## config.mk

```make
export PLATFORM = sky130hd
export DESIGN_NAME = axi_read_arbiter
export DESIGN_NICKNAME = d
export VERILOG_FILES = /design/src/rtl/axi_arb_pkg.sv /design/src/rtl/rr_arbiter_2.sv /design/src/rtl/axi_read_arbiter.sv
export SDC_FILE = /design/constraint.sdc
export NUM_CORES = 1
export LEC_CHECK = 0
export CAP_MARGIN = 5
export CORE_AREA = 4 4 77 79
export DETAILED_ROUTE_END_ITERATION = 6
export DIE_AREA = 0 0 81 83
export DONT_BUFFER_PORTS = 1
export GPL_ROUTABILITY_DRIVEN = 1
export PLACE_DENSITY = 0.7
export SLEW_MARGIN = 20
export SYNTH_ARGS = -nofsm -noshare
export SYNTH_HDL_FRONTEND = slang
export SYNTH_SLANG_ARGS = --single-unit
```

## constraint.sdc

```tcl
create_clock -name clk -period 2.6 [get_ports clk]
set_input_delay 0.26 -clock clk [delete_from_list [all_inputs] [get_ports clk]]
set_output_delay 0.26 -clock clk [all_outputs]
set_load 0.02 [all_outputs]
```

## src/rtl/axi_arb_pkg.sv

```systemverilog
// Shared types and client identifiers for the two-client AXI read arbiter.
package axi_arb_pkg;

  typedef enum logic [1:0] {
    IDLE,
    ISSUE,
    WAIT
  } arb_state_e;

  localparam int   NUM_CLIENTS   = 2;
  localparam logic CLIENT_ICACHE = 1'b0;
  localparam logic CLIENT_DCACHE = 1'b1;

endpackage

```

## src/rtl/rr_arbiter_2.sv

```systemverilog
// Two-way combinational arbiter: round-robin on ties, or dcache-wins when fixed_priority is set.
module rr_arbiter_2
  import axi_arb_pkg::*;
(
  input  logic [NUM_CLIENTS-1:0] req,
  input  logic                   last_grant,
  input  logic                   fixed_priority,
  output logic [NUM_CLIENTS-1:0] grant
);

  always_comb begin
    // NOTE: every output of a combinational block gets a default first so no path infers a latch.
    grant = '0;
    case (req)
      2'b01:   grant = 2'b01;
      2'b10:   grant = 2'b10;
      2'b11:   grant = (fixed_priority || last_grant == CLIENT_ICACHE) ? 2'b10 : 2'b01;
      default: grant = '0;
    endcase
  end

endmodule

```

## src/rtl/axi_read_arbiter.sv

```systemverilog
// Shares one AXI read controller between icache (client 0) and dcache (client 1),
// with a saturating watchdog that force-completes a hung read with an error.
module axi_read_arbiter
  import axi_arb_pkg::*;
#(
  parameter int ADDR_WIDTH     = 32,
  parameter int DATA_WIDTH     = 32,
  parameter int FIXED_PRIORITY = 0,
  parameter int TIMEOUT        = 256
) (
  input  logic                  clk,
  input  logic                  rst_n,
  input  logic [ADDR_WIDTH-1:0] c0_addr_i,
  output logic                  c0_busy_o,
  output logic                  c0_rvalid_o,
  output logic                  c0_rerr_o,
  output logic [DATA_WIDTH-1:0] c0_data_o,
  input  logic [ADDR_WIDTH-1:0] c1_addr_i,
  output logic                  c1_busy_o,
  output logic                  c1_rvalid_o,
  output logic                  c1_rerr_o,
  output logic [DATA_WIDTH-1:0] c1_data_o,
  output logic                  mem_req_o,
  output logic [ADDR_WIDTH-1:0] mem_addr_o,
  input  logic [DATA_WIDTH-1:0] mem_data_i,
  input  logic                  mem_busy_i
);

  // A zero TIMEOUT still needs a 1-bit counter so the declarations stay legal.
  localparam int              WD_W     = (TIMEOUT > 0) ? $clog2(TIMEOUT + 1) : 1;
  localparam logic [WD_W-1:0] WD_LIMIT = WD_W'(TIMEOUT);

  arb_state_e            state_q, state_d;
  logic                  owner_q, last_grant_q;
  logic [ADDR_WIDTH-1:0] addr_q;
  logic [WD_W-1:0]       wd_q, wd_inc;
  logic [1:0]            req, grant;
  logic                  done_ok, done_to, done;

  assign req = {c1_addr_i != '0, c0_addr_i != '0};

  rr_arbiter_2 u_arb (
    .req            (req),
    .last_grant     (last_grant_q),
    .fixed_priority (FIXED_PRIORITY != 0),
    .grant          (grant)
  );

  assign wd_inc = (wd_q == '1) ? wd_q : wd_q + 1'b1;

  always_comb begin
    state_d = state_q;
    done_ok = 1'b0;
    done_to = 1'b0;
    case (state_q)
      IDLE:  if (|req) state_d = ISSUE;
      ISSUE: state_d = WAIT;
      WAIT: begin
        if (!mem_busy_i) begin
          done_ok = 1'b1;
          state_d = IDLE;
        end else if (TIMEOUT != 0 && wd_inc == WD_LIMIT) begin
          done_to = 1'b1;
          state_d = IDLE;
        end
      end
      default: state_d = IDLE;
    endcase
  end

  assign done = done_ok | done_to;

  always_ff @(posedge clk or negedge rst_n) begin
    if (!rst_n) begin
      state_q      <= IDLE;
      owner_q      <= CLIENT_ICACHE;
      last_grant_q <= CLIENT_DCACHE;
      addr_q       <= '0;
      wd_q         <= '0;
    end else begin
      // NOTE: sequential state uses non-blocking assignments so every register samples pre-edge values.
      state_q <= state_d;
      if (state_q == IDLE && |req) begin
        owner_q      <= grant[1];
        last_grant_q <= grant[1];
        addr_q       <= grant[1] ? c1_addr_i : c0_addr_i;
      end else if (done) begin
        addr_q <= '0;
      end
      wd_q <= (state_q == WAIT && !done) ? wd_inc : '0;
    end
  end

  assign mem_req_o  = (state_q == ISSUE);
  assign mem_addr_o = addr_q;

  // Response demux: only the owner ever sees rvalid/rerr/data.
  assign c0_rvalid_o = done    && (owner_q == CLIENT_ICACHE);
  assign c1_rvalid_o = done    && (owner_q == CLIENT_DCACHE);
  assign c0_rerr_o   = done_to && (owner_q == CLIENT_ICACHE);
  assign c1_rerr_o   = done_to && (owner_q == CLIENT_DCACHE);
  assign c0_data_o   = (done_ok && owner_q == CLIENT_ICACHE) ? mem_data_i : '0;
  assign c1_data_o   = (done_ok && owner_q == CLIENT_DCACHE) ? mem_data_i : '0;

  assign c0_busy_o = ((c0_addr_i != '0) || (owner_q == CLIENT_ICACHE && state_q != IDLE)) && !c0_rvalid_o;
  assign c1_busy_o = ((c1_addr_i != '0) || (owner_q == CLIENT_DCACHE && state_q != IDLE)) && !c1_rvalid_o;

endmodule

```

==> metrics, run 1 <==
status=completed; drc violations=0; simple-gate share of the synthesized area=26.1%; post-route ant nets=0; Total GRT Usage=about a quarter; layout net count=between 400 and 500; Leak=between 1 and 1.5 nW; total global routing overflow=0; Slowest-stage cell, CP=dfrtp_1; Least-Margin Pin Slew=450 ps; EDFF count, synth=0; Setup Crit Path Kind=flip-flop to output pin; DR iter-0 viols=139; setup_tns=0 ps; initial core utilization=53.8%; Worst Path Max Fanout=5; initial antenna violation count=0; Buf/Inv on CP=0; Min Clock Period, post-route=about 2500 ps; Worst path max stage delay=approximately 430 ps; crit path cell chain=nand3_1, nor3_1, mux2i_1, o2111ai_2, and2_4, o31a_1; Via density=about 6.1; RSZ-0062 raised after global routing=no; # H-tree levels=2; DP HPWL=around 6600 um; port bufs=0; switching power=~1.7 mW; Initial DRT Pass Iterations=4; Fmax=around 400 MHz; Switching Fraction=roughly 50%; CP Data Required Time=2340 ps; fin cells=approximately 400; clk root buf=clkbuf_8; most frequent cells in the layout=and2_1, dfrtp_1, inv_1; Die Wd=81 um; Pwr per Cell Area=roughly 1100 mW/mm^2; post-synthesis compound-gate area fraction=between 20% and 30%; CTS tree=yes; Die Y-Extent=a little over 80 um; # diodes=0; leading cell type in the layout, fill and taps excluded=and2_1; Internal=approximately 1.7 mW; max cap viols=0; core area=~0.0053 sq mm; Sink Count=45; drt wl/cell=~21 um; synth unique cells=36; Mapped Nets=424; Placed Cells=390; worst hold path class=input port to flip-flop; FP Rows=27; Routed WL=a little over 8000 um; Max rail drop VDD=0.596 mV; CTS clk-pin slew, worst paths=around 80 ps; first-pass GRT wire length=13100 um; Avg Cell Area, Syn=about 9 sq um; sequential share of power=between 40% and 50%; dominant synthesized flop cell=dfrtp_1; main combinational cell family by area after synthesis=simple AND/OR/NAND/NOR gates; post-synthesis mux area share=1.04%; fraction of layout cells with a size suffix above 1=between 10% and 20%; Syn Std Cell Area=about 0.0029 sq mm; Worst-Skew Late Latency=about 290 ps; IO Count=~200; period utilization=95.0%; Num CTS Buffers=5; Setup violations, final=0; clock tree buffer depth=2; final hold violations=0; vias in the first global route=about 2400; Synth Area in Adders=less than 1%; Clk network pwr share=between 10 and 15%; gpl congestion=roughly 0.86; sequential element share of the synthesized area=a little under 40%; die area=roughly 0.0067 sq mm; Synth warnings=0; Synth Area in XOR/XNOR=2.44%; Yosys reg bits=45; CP Capture Type=output pin; Fin Clk Skew=about 8 ps; CP arrival=between 2000 and 2500 ps; Slew headroom=69.7%; Final Max Tran Viols=0; Post-Syn Instances=about 320; asr flop ratio synth=between 90% and 100%; combinational share of power=42.7%; Critical Path Source Type=flip-flop; via count=about 2400; Crit path max-delay family=simple AND/OR/NAND/NOR gates; area grow syn2layout=8.36%; largest net degree at the start of global routing=46
-- worst paths after layout --
kind / start / endpoint / slack [ps] / cells past startpoint
setup / recovery: wd_q[2] / c0_busy_o / 130 / 6
hold / removal: c1_addr_i[18] / mem_addr_o[18] / 100 / 2
setup reg to reg: wd_q[2] / mem_addr_o[25] / 310 / 8
hold reg to reg: last_grant_q / last_grant_q / 520 / 2
max in group asynchronous: rst_n / last_grant_q / 1860 / 2
min in group asynchronous: rst_n / mem_addr_o[17] / 470 / 2
-- state kept, by name, indices dropped and copies added (netlist names) --
| name | cells |
|---|---|
| wd_q | 9 |
| state_q | 2 |
| owner_q | 1 |
| last_grant_q | 1 |
| mem_addr_o | 32 |
-- logic make-up (layout without fill, tap and decap cells) --
group                      after synthesis  count (layout)
muxes                                    3               3
buffers and inverters                   52              57
and+or+nand+nor                        130             130
AOI/OAI and AO/OA                       85              85
DFF                                     45              45
adders and majority gates                1               1
xor gates and xnor gates                 8               8
-- synthesized netlist by cell type, types with 2 or more instances --
cell      number  share of area, %
and2_1        65                14
dfrtp_1       44                38
inv_1         36               4.7
a22oi_1       33               8.6
o21ai_2       30               9.1
nor2_1        17               2.2
nor4_1        16               3.5
nand2_1       11               1.4
clkbuf_1       9               1.2
nor3_1         8               1.4
a21oi_1        6               1.0
o21ai_0        6               1.0
xnor2_1        6               1.8
nand4_1        4              0.87
buf_1          3              0.39
buf_6          3               1.2
mux2i_1        3               1.0
o21a_1         3              0.78
a21o_1         2              0.52
nand3_1        2              0.35
xor2_1         2              0.61
-- worst reg2reg max path, cell delays in order (launching register included) --
cell and delay (ps):
dfrtp_1 430, nand3_1 190, nor3_1 270, mux2i_1 320, o2111ai_2 180, buf_4 190, a31oi_4 260, buf_4 250
o21ai_0 90
-- power by group through the flow --
stage	clock network (mW)	registers, mW	logic, mW
6_report	0.418	1.52	1.44
4_1_cts	0.422	1.52	1.45
2_1_floorplan	0	1.45	1.23
3_5_place_dp	0	1.53	1.43
3_3_place_gp	0	1.53	1.39
5_1_grt	0.452	1.56	1.61
-- metrics by stage --
stage	instance area, sq um	power, mW	hold slack, ps	worst slack [ps]	utilization (%)
4_1_cts	3100	3.39	100	58.4	58.1
6_report	3110	3.38	104	129	58.3
2_1_floorplan	2870	2.68	-35.6	270	-
3_5_place_dp	2970	2.96	-34.5	268	55.7
5_1_grt	3110	3.62	97.7	7.48	58.3
3_3_place_gp	2970	2.92	-34.6	340	55.7
-- layer usage --
metal	part of all wire, %	vias to the layer above	GRT usage (%)	wire [um]
li1	-	1117	-	-
met1	41	1198	34.4	3390
met2	49	121	38.2	4070
met5	0	-	0	0
met4	1.4	0	5.53	113
met3	8.4	10	6.72	696
-- layout make-up --
cell class / count / area, sq um
Tap cell: 72 / 90.1
Inverter: 36 / 135
Clock buffer: 6 / 72.6
Clock inverter: 2 / 10.0
Multi-Input combinational cell: 227 / 1550
Timing Repair Buffer: 13 / 133
Fill cell: 520 / 2220
Sequential cell: 45 / 1130
-- what timing repair did --
| action | in CTS | in global routing |
|---|---|---|
| endpoints found under the setup margin | 2 | 4 |
| hold endpoints to repair | 45 | 0 |
| hold buffers | 2 | 0 |
| pin swaps | 2 | 1 |
| setup buffers | 1 | 0 |
| resized for setup | 1 | 3 |
Power figures use the tool's default switching activity.
==> run 2: changes to the inputs <==
- ABC_AREA: unset -> 1
- CORE_AREA: 4 4 77 79 -> 2 2 78 80
- DIE_AREA: 0 0 81 83 -> 0 0 80 82
- PLACE_DENSITY: 0.7 -> 0.79
==> run 2 against run 1 <==
  * Final area grew 15%
  * Largest power group is now combinational logic
  * Routed wire length is 16% higher
  * Clock skew is essentially flat
  * Via count is 35% higher
  * Maximum frequency is 2.3% higher
  * Die area is 2.4% lower
  * Clock power increased by 3%
  * Count of clock-buffer cells in the layout unchanged
  * First-iteration DRC count rose by 110%
  * Combinational power grew 8%
  * Largest cell class unchanged
  * Core utilization rose by 3.9 points
  * Worst hold slack better by 79 ps
==> metrics, run 2 <==
Min-Delay Endpoint=mem_addr_o[2] (was mem_addr_o[18]); Switching Fraction=52.8% (was 49.2%); sequential share of power=43.8% (was 45.0%); Total GRT Usage=28.5% (was 24.7%); Yosys reg bits=45 (unchanged); main combinational cell family by area after synthesis=simple AND/OR/NAND/NOR gates (unchanged); port bufs=0 (unchanged); Slew headroom=68.1% (was 69.7%); Syn Std Cell Area=0.00335 sq mm (was 0.00287 sq mm); Min Clock Period, post-route=2420 ps (was 2470 ps); Least-Margin Pin Slew=479 ps (was 450 ps); area grow syn2layout=6.76% (was 8.36%); total global routing overflow=0 (unchanged); post-synthesis compound-gate area fraction=2.50% (was 23.2%); period utilization=92.9% (was 95.0%); setup_tns=0 ps (unchanged); DP HPWL=7170 um (was 6590 um); Avg Cell Area, Syn=6.43 sq um (was 8.87 sq um); fin cells=595 (was 401); switching power=1.87 mW (was 1.66 mW); largest net degree at the start of global routing=46 (unchanged); Worst path max stage delay=380 ps (was 430 ps); IO Count=202 (unchanged); combinational share of power=44.0% (was 42.7%); synth top area cells=dfrtp_1, nand3_1, inv_1 (was dfrtp_1, and2_1, o21ai_2); RR Startpoint=wd_q[0] (was wd_q[2]); Crit path max-delay family=simple AND/OR/NAND/NOR gates (unchanged); Via density=5.56 (was 6.10); Slowest-stage cell, CP=dfrtp_1 (unchanged); count leader, synth=inv_1 (was and2_1); clk root buf=clkbuf_8 (unchanged); CP arrival=2160 ps (was 2210 ps); most frequent cells in the layout=inv_1, nand2_1, nand3_1 (was and2_1, dfrtp_1, inv_1); EDFF count, synth=0 (unchanged); Internal=1.67 mW (was 1.72 mW); Seq. cell area=0.00113 sq mm (unchanged); final hold violations=0 (unchanged); post-synthesis mux area share=0% (was 1.04%); Mapped Nets=621 (was 424); asr flop ratio synth=100% (unchanged); clock tree buffer depth=2 (unchanged); Post-CTS Setup Bufs=0 (was 1); # diodes=0 (unchanged); Final Max Tran Viols=0 (unchanged); worst r2r dst=mem_addr_o[8] (was mem_addr_o[25]); vias in the first global route=2915 (was 2442); DR iter-0 viols=295 (was 139); max cap viols=0 (unchanged); Leak=2.04 nW (was 1.30 nW); leading cell type in the layout, fill and taps excluded=inv_1 (was and2_1); FP Rows=28 (was 27); worst r2r path cells=10 (was 8); Num CTS Buffers=5 (unchanged); Critical Path Source Type=flip-flop (unchanged); initial antenna violation count=0 (unchanged); Fin Clk Skew=8.37 ps (was 8.25 ps); synth unique cells=26 (was 36); Post-Syn Instances=521 (was 324); drt wl/cell=16.1 um (was 20.6 um); core area=0.00575 sq mm (was 0.00534 sq mm); Fmax=414 MHz (was 405 MHz); Worst Path Max Fanout=19 (was 5); die area=0.00656 sq mm (was 0.00672 sq mm); Buf/Inv on CP=2 (was 0); area occupied by multi-input gates=0.00168 sq mm (was 0.00155 sq mm); CTS clk-pin slew, worst paths=90 ps (was 80 ps); CP Data Required Time=2340 ps (about the same); Pwr per Cell Area=989 mW/mm^2 (was 1090 mW/mm^2); initial core utilization=58.3% (was 53.8%); Die Y-Extent=82 um (was 83 um); Synth Area in Adders=0.374% (was 0.435%); via count=3311 (was 2446); post-synth top area cell=dfrtp_1 (unchanged); Setup Crit Path Kind=flip-flop to output pin (unchanged); Placed Cells=585 (was 390); Max rail drop VDD=0.507 mV (was 0.596 mV); Critical Path Source=state_q[0] (was wd_q[2]); Synth warnings=0 (unchanged); first-pass GRT wire length=14300 um (was 13100 um); sequential element share of the synthesized area=33.7% (was 39.2%); CTS tree=yes (unchanged); gpl congestion=0.877 (was 0.864); drc violations=0 (unchanged); simple-gate share of the synthesized area=45.9% (was 26.1%); Clk network pwr share=12.1% (was 12.4%); Worst-Skew Late Latency=300 ps (was 290 ps); status=completed (unchanged); CP Capture Type=output pin (unchanged); fraction of layout cells with a size suffix above 1=11.3% (was 18.2%); FILL cells=551 (was 520); min-delay src=c0_addr_i[2] (was c1_addr_i[18]); worst hold path class=input port to flip-flop (unchanged); Synth Area in XOR/XNOR=0.523% (was 2.44%); top-area cell type share of the netlist area=32.9% (was 38.3%); RSZ-0062 raised after global routing=no (unchanged); Hold Path Stages=4 (was 2); layout net count=619 (was 428); Die Wd=80 um (was 81 um); crit path cell chain=inv_1, nand2_1, nor2_1, nand2_1, buf_4, nor2_1 (was nand3_1, nor3_1, mux2i_1, o2111ai_2, and2_4, o31a_1); dominant synthesized flop cell=dfrtp_1 (unchanged); Setup violations, final=0 (unchanged); # H-tree levels=2 (unchanged); Sink Count=45 (unchanged); Routed WL=9560 um (was 8280 um); total power=3.54 mW (was 3.38 mW); Reg2Reg Setup Slack=580 ps (was 310 ps); synth cell count leaders=inv_1, nand2_1, nor2_1 (was and2_1, dfrtp_1, inv_1); post-route ant nets=0 (unchanged); Initial DRT Pass Iterations=5 (was 4); max reg flops=32 (unchanged)
run 2: cell count changes in the layout (fill, tap and decap cells not counted), moves of 5 or more:
cell and delta:
a22oi_1 -33, o21ai_2 -29, nor3_1 -6, nand2_1 +84, nand4_1 +16, nor2_1 +68
and2_1 -64, inv_1 +78, xnor2_1 -5, nand3_2 +23, nand3_1 +84, nor4_1 -16
run 2: area by class of cell:
cell class                 instances  area share, %
multi-input combinational        336           47.1
clock buffer                       6           2.03
sequential                        45           31.5
tap                               75           2.63
inverter                         115           12.1
timing repair buffer              16           4.34
clock inverter                     2          0.280
run 2: worst reg2reg max path, delay by kind of cell, from the launching register on:
kind	cells	cell delay, ps
and+or+nand+nor	8	1070
DFF	1	400
adders and majority gates	1	260
buffers and inverters	1	210
run 2: worst max path at each step:
stage,cells past startpoint,end
finish,6,c0_data_o[28]
global route,6,c0_data_o[5]
CTS,11,c1_busy_o
detailed placement,11,c1_busy_o
global placement,11,c1_busy_o
floorplan,12,c1_busy_o
run 2: power by group through the flow:
stage,Sequential (mW),Combinational [mW],Clock [mW]
floorplan,1.49,1.25,0
global placement,1.56,1.48,0
detailed placement,1.56,1.52,0
CTS,1.55,1.55,0.434
global route,1.59,1.76,0.464
finish,1.55,1.56,0.429
run 2: cells by family (layout without fill, tap and decap cells):
logic type / Yosys count / count (layout)
and+or+nand+nor: 319 / 319
buffers and inverters: 140 / 139
DFF: 45 / 45
AOI/OAI and AO/OA: 14 / 14
xor gates and xnor gates: 2 / 2
adders and majority gates: 1 / 1
run 2: what timing repair did:
action / 4_1_cts / 5_1_grt
endpoints found under the setup margin: 0 / 4
hold buffers: 2 / 0
gates resized for setup: 0 / 4
endpoints found under the hold margin: 45 / 0
run 2: metal layers:
layer	global-route usage, %	part of all wire [%]
met5	0	0
met4	7.12	0.86
met3	8.35	9.5
met2	44.3	48
met1	39.0	41
run 2: through the flow:
stage	setup slack [ps]	instance area [sq um]	hold WS [ps]	utilization [%]
6_report	185	3570	183	62.2
5_1_grt	2.56	3570	207	62.2
4_1_cts	0.968	3560	185	61.9
3_5_place_dp	337	3440	-34.9	59.8
3_3_place_gp	412	3440	-34.9	59.8
2_1_floorplan	502	3350	-35.6	-
